--- config.mk ---
export PLATFORM = sky130hd
export DESIGN_NAME = pll_reset_sequencer
export DESIGN_NICKNAME = d
export VERILOG_FILES = /design/src/rtl/pll_reset_sequencer.sv
export SDC_FILE = /design/constraint.sdc
export NUM_CORES = 1
export LEC_CHECK = 0
export ABC_AREA = 0
export BUFFER_PORTS_ARGS = -buffer_cell sky130_fd_sc_hd__buf_2
export CAP_MARGIN = 20
export CORE_ASPECT_RATIO = 0.75
export CORE_UTILIZATION = 30
export CTS_BUF_LIST = sky130_fd_sc_hd__clkbuf_4
export DETAILED_ROUTE_END_ITERATION = 10
export SYNTH_ARGS = -nofsm -noshare
export SYNTH_HDL_FRONTEND = slang
export SYNTH_SLANG_ARGS = --single-unit
--- constraint.sdc ---
create_clock -name clk_i -period 3.2 [get_ports clk_i]
set_clock_uncertainty 0.1 [all_clocks]
set_input_delay 0.16 -clock clk_i [delete_from_list [all_inputs] [get_ports clk_i]]
set_output_delay 0.16 -clock clk_i [all_outputs]
set_load 0.01 [all_outputs]
--- src/rtl/pll_reset_sequencer.sv ---
// Bring-up sequencer for the HDMI clocking chain: rPLL reset, lock qualification,
// divider release, settle, then game reset release; restarts on lock loss or request.
module pll_reset_sequencer #(
    parameter int PLL_RST_CYCLES = 16,
    parameter int LOCK_STABLE    = 64,
    parameter int LOCK_TIMEOUT   = 65536,
    parameter int SETTLE_CYCLES  = 32,
    parameter int MAX_RETRIES    = 7
) (
    input  logic       clk_i,
    input  logic       rst_n_i,
    input  logic       pll_lock_i,
    input  logic       restart_i,
    output logic       pll_rst_o,
    output logic       div_rst_n_o,
    output logic       sys_rst_o,
    output logic       ready_o,
    output logic       fail_o,
    output logic [2:0] state_o,
    output logic [2:0] retry_cnt_o,
    output logic [7:0] lock_lost_cnt_o
);

    localparam int MAX_AB  = (PLL_RST_CYCLES > LOCK_STABLE) ? PLL_RST_CYCLES : LOCK_STABLE;
    localparam int MAX_CD  = (LOCK_TIMEOUT > SETTLE_CYCLES) ? LOCK_TIMEOUT : SETTLE_CYCLES;
    localparam int MAX_ALL = (MAX_AB > MAX_CD) ? MAX_AB : MAX_CD;
    localparam int CW      = $clog2(MAX_ALL) + 1;

    localparam logic [CW-1:0] PLL_RST_LAST = CW'(PLL_RST_CYCLES - 1);
    localparam logic [CW-1:0] STABLE_LAST  = CW'(LOCK_STABLE - 1);
    localparam logic [CW-1:0] TIMEOUT_LAST = CW'(LOCK_TIMEOUT - 1);
    localparam logic [CW-1:0] SETTLE_LAST  = CW'(SETTLE_CYCLES - 1);
    localparam logic [2:0]    RETRY_LIMIT  = 3'(MAX_RETRIES);

    typedef enum logic [2:0] {
        ST_PLL_RST   = 3'd0,
        ST_WAIT_LOCK = 3'd1,
        ST_DIV_EN    = 3'd2,
        ST_RUN       = 3'd3,
        ST_FAIL      = 3'd4
    } state_t;

    state_t        state_q, state_d;
    logic [CW-1:0] cnt_q, cnt_d;
    logic [CW-1:0] stab_q, stab_d;
    logic [2:0]    retry_q, retry_d;
    logic [7:0]    lost_q, lost_d;
    logic          sync1_q, lock_s_q;

    always_ff @(posedge clk_i) begin
        if (!rst_n_i) begin
            state_q  <= ST_PLL_RST;
            cnt_q    <= '0;
            stab_q   <= '0;
            retry_q  <= '0;
            lost_q   <= '0;
            sync1_q  <= 1'b0;
            lock_s_q <= 1'b0;
        end else begin
            state_q  <= state_d;
            cnt_q    <= cnt_d;
            stab_q   <= stab_d;
            retry_q  <= retry_d;
            lost_q   <= lost_d;
            sync1_q  <= pll_lock_i;
            lock_s_q <= sync1_q;
        end
    end

    always_comb begin
        state_d = state_q;
        cnt_d   = cnt_q + CW'(1);
        stab_d  = '0;
        retry_d = retry_q;
        lost_d  = lost_q;

        unique case (state_q)
            ST_PLL_RST: begin
                if (cnt_q == PLL_RST_LAST) state_d = ST_WAIT_LOCK;
            end
            ST_WAIT_LOCK: begin
                stab_d = lock_s_q ? (stab_q + CW'(1)) : '0;
                // A qualified lock beats a timeout landing on the same cycle
                if (lock_s_q && (stab_q == STABLE_LAST)) begin
                    state_d = ST_DIV_EN;
                end else if (cnt_q == TIMEOUT_LAST) begin
                    if (retry_q == RETRY_LIMIT) begin
                        state_d = ST_FAIL;
                    end else begin
                        retry_d = retry_q + 3'd1;
                        state_d = ST_PLL_RST;
                    end
                end
            end
            ST_DIV_EN: begin
                if (!lock_s_q) begin
                    state_d = ST_PLL_RST;
                    if (lost_q != 8'hFF) lost_d = lost_q + 8'd1;
                end else if (cnt_q == SETTLE_LAST) begin
                    state_d = ST_RUN;
                    retry_d = '0;
                end
            end
            ST_RUN: begin
                cnt_d = cnt_q;
                if (!lock_s_q) begin
                    state_d = ST_PLL_RST;
                    if (lost_q != 8'hFF) lost_d = lost_q + 8'd1;
                end
            end
            ST_FAIL: begin
                cnt_d = cnt_q;
            end
            default: begin
                state_d = ST_PLL_RST;
            end
        endcase

        // Restart overrides everything, including a coincident lock-loss count
        if (restart_i && (state_q != ST_PLL_RST)) begin
            state_d = ST_PLL_RST;
            retry_d = '0;
            lost_d  = lost_q;
        end

        if (state_d != state_q) begin
            cnt_d  = '0;
            stab_d = '0;
        end
    end

    always_comb begin
        pll_rst_o   = 1'b0;
        div_rst_n_o = 1'b0;
        sys_rst_o   = 1'b1;
        ready_o     = 1'b0;
        fail_o      = 1'b0;
        unique case (state_q)
            ST_PLL_RST:   pll_rst_o = 1'b1;
            ST_WAIT_LOCK: ;
            ST_DIV_EN:    div_rst_n_o = 1'b1;
            ST_RUN: begin
                div_rst_n_o = 1'b1;
                sys_rst_o   = 1'b0;
                ready_o     = 1'b1;
            end
            ST_FAIL: begin
                pll_rst_o = 1'b1;
                fail_o    = 1'b1;
            end
            default:      pll_rst_o = 1'b1;
        endcase
    end

    assign state_o         = state_q;
    assign retry_cnt_o     = retry_q;
    assign lock_lost_cnt_o = lost_q;

endmodule

[Word level (Yosys, flattened, before mapping)]
Cells that the tools add are included.
Word-level totals
  memory bits (writable): 0
  memory bits (read-only): 0
  bits in latches: 0
  memories: 0
  bits of input ports: 4
  logic and storage cells: 64
  flip-flop bits (word level): 50
  output and inout port bits: 19
Cells by class
  magnitude comparators: 0
  div/mod/pow operators: 0
  shift operators: 0
  muxes and demuxes: 20
  reductions and logical operators: 13
  bitwise operators: 4
  multiply operators: 0
  eq/ne operators: 16
  add/sub/neg operators: 4
Operators by type and width (count)
  3-bit two-way mux: 13
  17-bit by 1-bit adder with 17-bit output (second input constant): 2
  17-bit by 16-bit == test with 1-bit output (second input constant): 1
  17-bit by 4-bit == test with 1-bit output (second input constant): 1
  17-bit by 5-bit == test with 1-bit output (second input constant): 1
  17-bit by 6-bit == test with 1-bit output (second input constant): 1
  3-bit one-hot mux with 5 select lines: 1
  2-bit inequality test (second input constant): 5
  8-bit by 1-bit adder with 8-bit output (second input constant): 1
  8-bit inequality test (second input constant): 1
  2-bit OR reduction: 4
  3-bit by 2-bit == test with 1-bit output (second input constant): 2
  3-bit == test (second input constant): 2
  3-bit one-hot mux with 2 select lines: 1
  6-bit AND reduction: 1
  1-bit two-way mux: 5
  1-bit inverter: 4
  4-bit AND reduction: 1
  4-bit OR reduction: 1
  3-bit by 1-bit adder with 3-bit output (second input constant): 1
  3-bit by 1-bit == test with 1-bit output (second input constant): 1
  3-bit zero test: 1
  3-bit inequality test: 1
  3-bit nonzero test: 1
  other kinds (3): 4

[Depth between registers and ports, before layout]
  word-level depth: 8
  depth in mapped cells: 13

[Worst setup path after synthesis]
No wires, ideal clock.
  path type: register to register
  start: register cnt_q[6]
  end: register stab_q[10]
  clock period less this slack: 2.642 ns
  stages on the path, launching flop included: 12
  required time: 3.024 ns
  slack: 0.558 ns
  arrival: 2.467 ns
  setup time: 0.076 ns
  path through: dfxtp_1 and3_1 nand3_1 nor3_1 ha_1 or3_1 a21oi_1 o21ai_1 or4_1 buf_2 buf_6 nor3_2
Between the ends
  longest elaborated chain between the ends: 7
  elaborated cells on any way between the ends: 12
  those cells by class: 4 x eq/ne; 7 x mux; 1 x reduce/logical
RTL lines
  from (decl): line 44  | logic [CW-1:0] cnt_q, cnt_d;
  from (signal assigned): line 61  | cnt_q <= cnt_d;
  17-bit by 5-bit == test with 1-bit output or 17-bit by 16-bit == test with 1-bit output (tied branches): line 99, 86
  3-bit two-way mux (on tied branches): line 99, 86
  3-bit two-way mux (on tied branches): line 96, 84
  3-bit one-hot mux with 5 select lines *: line 77  | unique case (state_q)
  3-bit two-way mux *: line 120  | if (restart_i && (state_q != ST_PLL_RST)) begin
  3-bit inequality test *: line 126  | if (state_d != state_q) begin
  4-bit OR reduction (no source line) *
  to (signal assigned): line 62  | stab_q <= stab_d;
  to (decl): line 45  | logic [CW-1:0] stab_q, stab_d;
Every way passes the cells marked *; elsewhere a longest branch is shown, timed or not.
A chain may end at the register's enable or synchronous reset.

[Worst setup path in the final report]
  start: register cnt_q[0]
  end: register stab_q[3]
Same word-level chain as after synthesis.

==> metrics.txt <==
pwr dens=approximately 330 nW/um2; Netlist cell types=41; cell taking the most area after synthesis=dfxtp_1; final antenna-violating net count=0; starting density of the core=between 30 and 40%; critical path peak fanout=21; fin nets=324; H-tree levels=2; total track usage=12.5%; clk root buf=clkbuf_4; Max Slew Vio Count=0; Fmax=348 MHz; Die Wd=110 um; Syn Nets=just over 300; Final Setup Violations=0; Post-synth EDFFs=0; Pleak=0.999 nW; setup bufs post-CTS=0; first-pass GRT wire length=~9.3 mm; Synth area leaders=dfxtp_1 38%, nor3_2 11%, xnor2_1 8.3%; number of cells on the critical path=12; WP buf/inv=2; Mapped Area=2640 um2; hold depth=2; worst hold slack=0.0494 ns; worst hold path class=in -> reg; dpl hpwl=3.85 mm; Critical Path End Type=flip-flop; Mean Syn Cell Area=about 9.0 um2; commonest non-fill, non-tap cell in the layout=dfxtp_1; Layout area overhead=9.71%; post-synth top area share=37.9%; Yosys reg bits=50; Max rail drop VDD=158 uV; crit path cell chain=ha_1 > inv_1 > nor2_1 > nand2_1 > nor3_1 > ha_1 > or3_1 > a21oi_1 > o21ai_1 > or4_1 > buf_4 > nor3_1; layout cells sized above 1=21.0%; Top delay family on crit path=simple AND/OR/NAND/NOR gates; Worst Max-Slew Pin Slew=0.853 ns; die area=~9000 um2; crit-path max cell delay=~0.54 ns; number of max-cap violations=0; main flop type after synthesis=dfxtp_1; Core Region=8490 um2; setup_tns=0 ns; final period utilization=89.8%; worst skew pair latency=0.36 ns; YS warnings=0; CP Class=reg -> reg; drt wl/cell=12.4 um; Async SR Flop Fraction=0%; PostCTS Resize Cnt=0; worst r2r path cells=12; final hold vios=0; Post-Synthesis Cells=292; CP Launch Type=flip-flop; clk sinks=50; number of global-route vias before repair=2,020; CTS clk-pin slew, worst paths=0.14 ns; via count=2,080; hold-fix buffers at CTS=1; initial antenna violation count=0; most frequent cells in the layout=50 x dfxtp_1, 30 x nor3_2, 25 x xnor2_1; Slew HR=43.0%; Clock Tree Buf Depth=2; GR Overflow Total=0; IO buf count=22; drt via density=between 4 and 5; DRC=0; crit path time final=2.87 ns; CTS tree=done; # diodes=0; Total Wirelength=5.25 mm; outcome=finished clean; Worst EP required=3.38 ns; Iteration-0 DRC Markers=between 60 and 70; sequential area share after synthesis=37.9%; DR pass1 iterations=4; RSZ-0062 raised after global routing=no; CTS Buf Count=5; largest net degree at the start of global routing=22; Site Rows=29; gpl congestion=0.769; Die Y=83.3 um; # IOs=23; crit path DAT=3.05 ns; slowest CP cell=or4_1
[cells by family (layout without fill, tap and decap cells)]
| group | count (synthesis) | count (layout) | synth area share, % |
|---|---|---|---|
| AND/OR/NAND/NOR | 146 | 146 | 34.3 |
| flip-flops | 50 | 50 | 37.9 |
| AO/OA/AOI/OAI | 20 | 20 | 5.83 |
| buffers and inverters | 30 | 52 | 5.54 |
| XOR/XNOR | 36 | 36 | 11.9 |
| multiplexers | 3 | 3 | 1.18 |
| adder cells (fa/ha/maj) | 7 | 7 | 3.32 |
[Yosys cell counts, drive strengths merged, types with 2 or more instances]
library cell / n
a2111oi: 2
a21oi: 3
a32o: 2
and2: 8
and3: 2
and4: 3
buf: 7
clkbuf: 6
dfxtp: 50
ha: 7
inv: 17
mux2i: 2
nand2: 18
nand3: 18
nand4: 3
nor2: 19
nor2b: 4
nor3: 49
nor3b: 2
nor4: 9
o21ai: 4
o31a: 2
or3: 6
or4: 2
xnor2: 25
xor2: 11
[metal layers]
metal / track usage [%] / vias up / share of wire [%]
li1: - / 1066 / -
met1: 17.0 / 965 / 49
met2: 19.0 / 42 / 45
met3: 3.69 / 7 / 5.6
met4: 3.83 / 0 / 0.90
met5: 0 / - / 0
[where the power goes]
part	switching, mW	internal [mW]	total [mW]
Combinational	0.0227	0.0126	0.0354
Clock	0.191	0.0916	0.282
Sequential	0.00450	0.627	0.632
[sequential cells by signal, summed over array words and instances (netlist names)]
name / flops
lock_lost_cnt_o: 8
state_o: 3
lock_s_q: 1
retry_cnt_o: 3
cnt_q: 17
sync1_q: 1
stab_q: 17
[layout make-up]
class / instances / area, um2
fill: 910 / 5590
clock buffer: 6 / 45.0
clock inverter: 2 / 8.76
tap: 108 / 135
sequential: 50 / 1000
inverter: 17 / 63.8
multi-input combinational: 212 / 1490
timing repair buffer: 27 / 150
[path summary, 6_finish.rpt]
path	from	endpoint	slack [ns]
worst min register to register	sync1_q	lock_s_q	0.35
worst max-delay path	cnt_q[0]	stab_q[3]	0.33
worst min-delay path	rst_n_i	lock_lost_cnt_o[2]	0.05
worst max register to register	cnt_q[0]	stab_q[3]	0.33
[metrics by stage]
step	instance area [um2]	power, mW	setup WS, ns	utilization, %	std cells
3_3_place_gp	2830	0.678	0.433	33.4	413
3_5_place_dp	2830	0.680	0.349	33.4	413
4_1_cts	2900	0.964	0.324	34.1	422
5_1_grt	2900	1.00	0.106	34.1	422
2_1_floorplan	2640	0.673	0.558	-	292
6_report	2900	0.949	0.326	34.1	422
No activity file was read; power rests on OpenSTA's default activity.
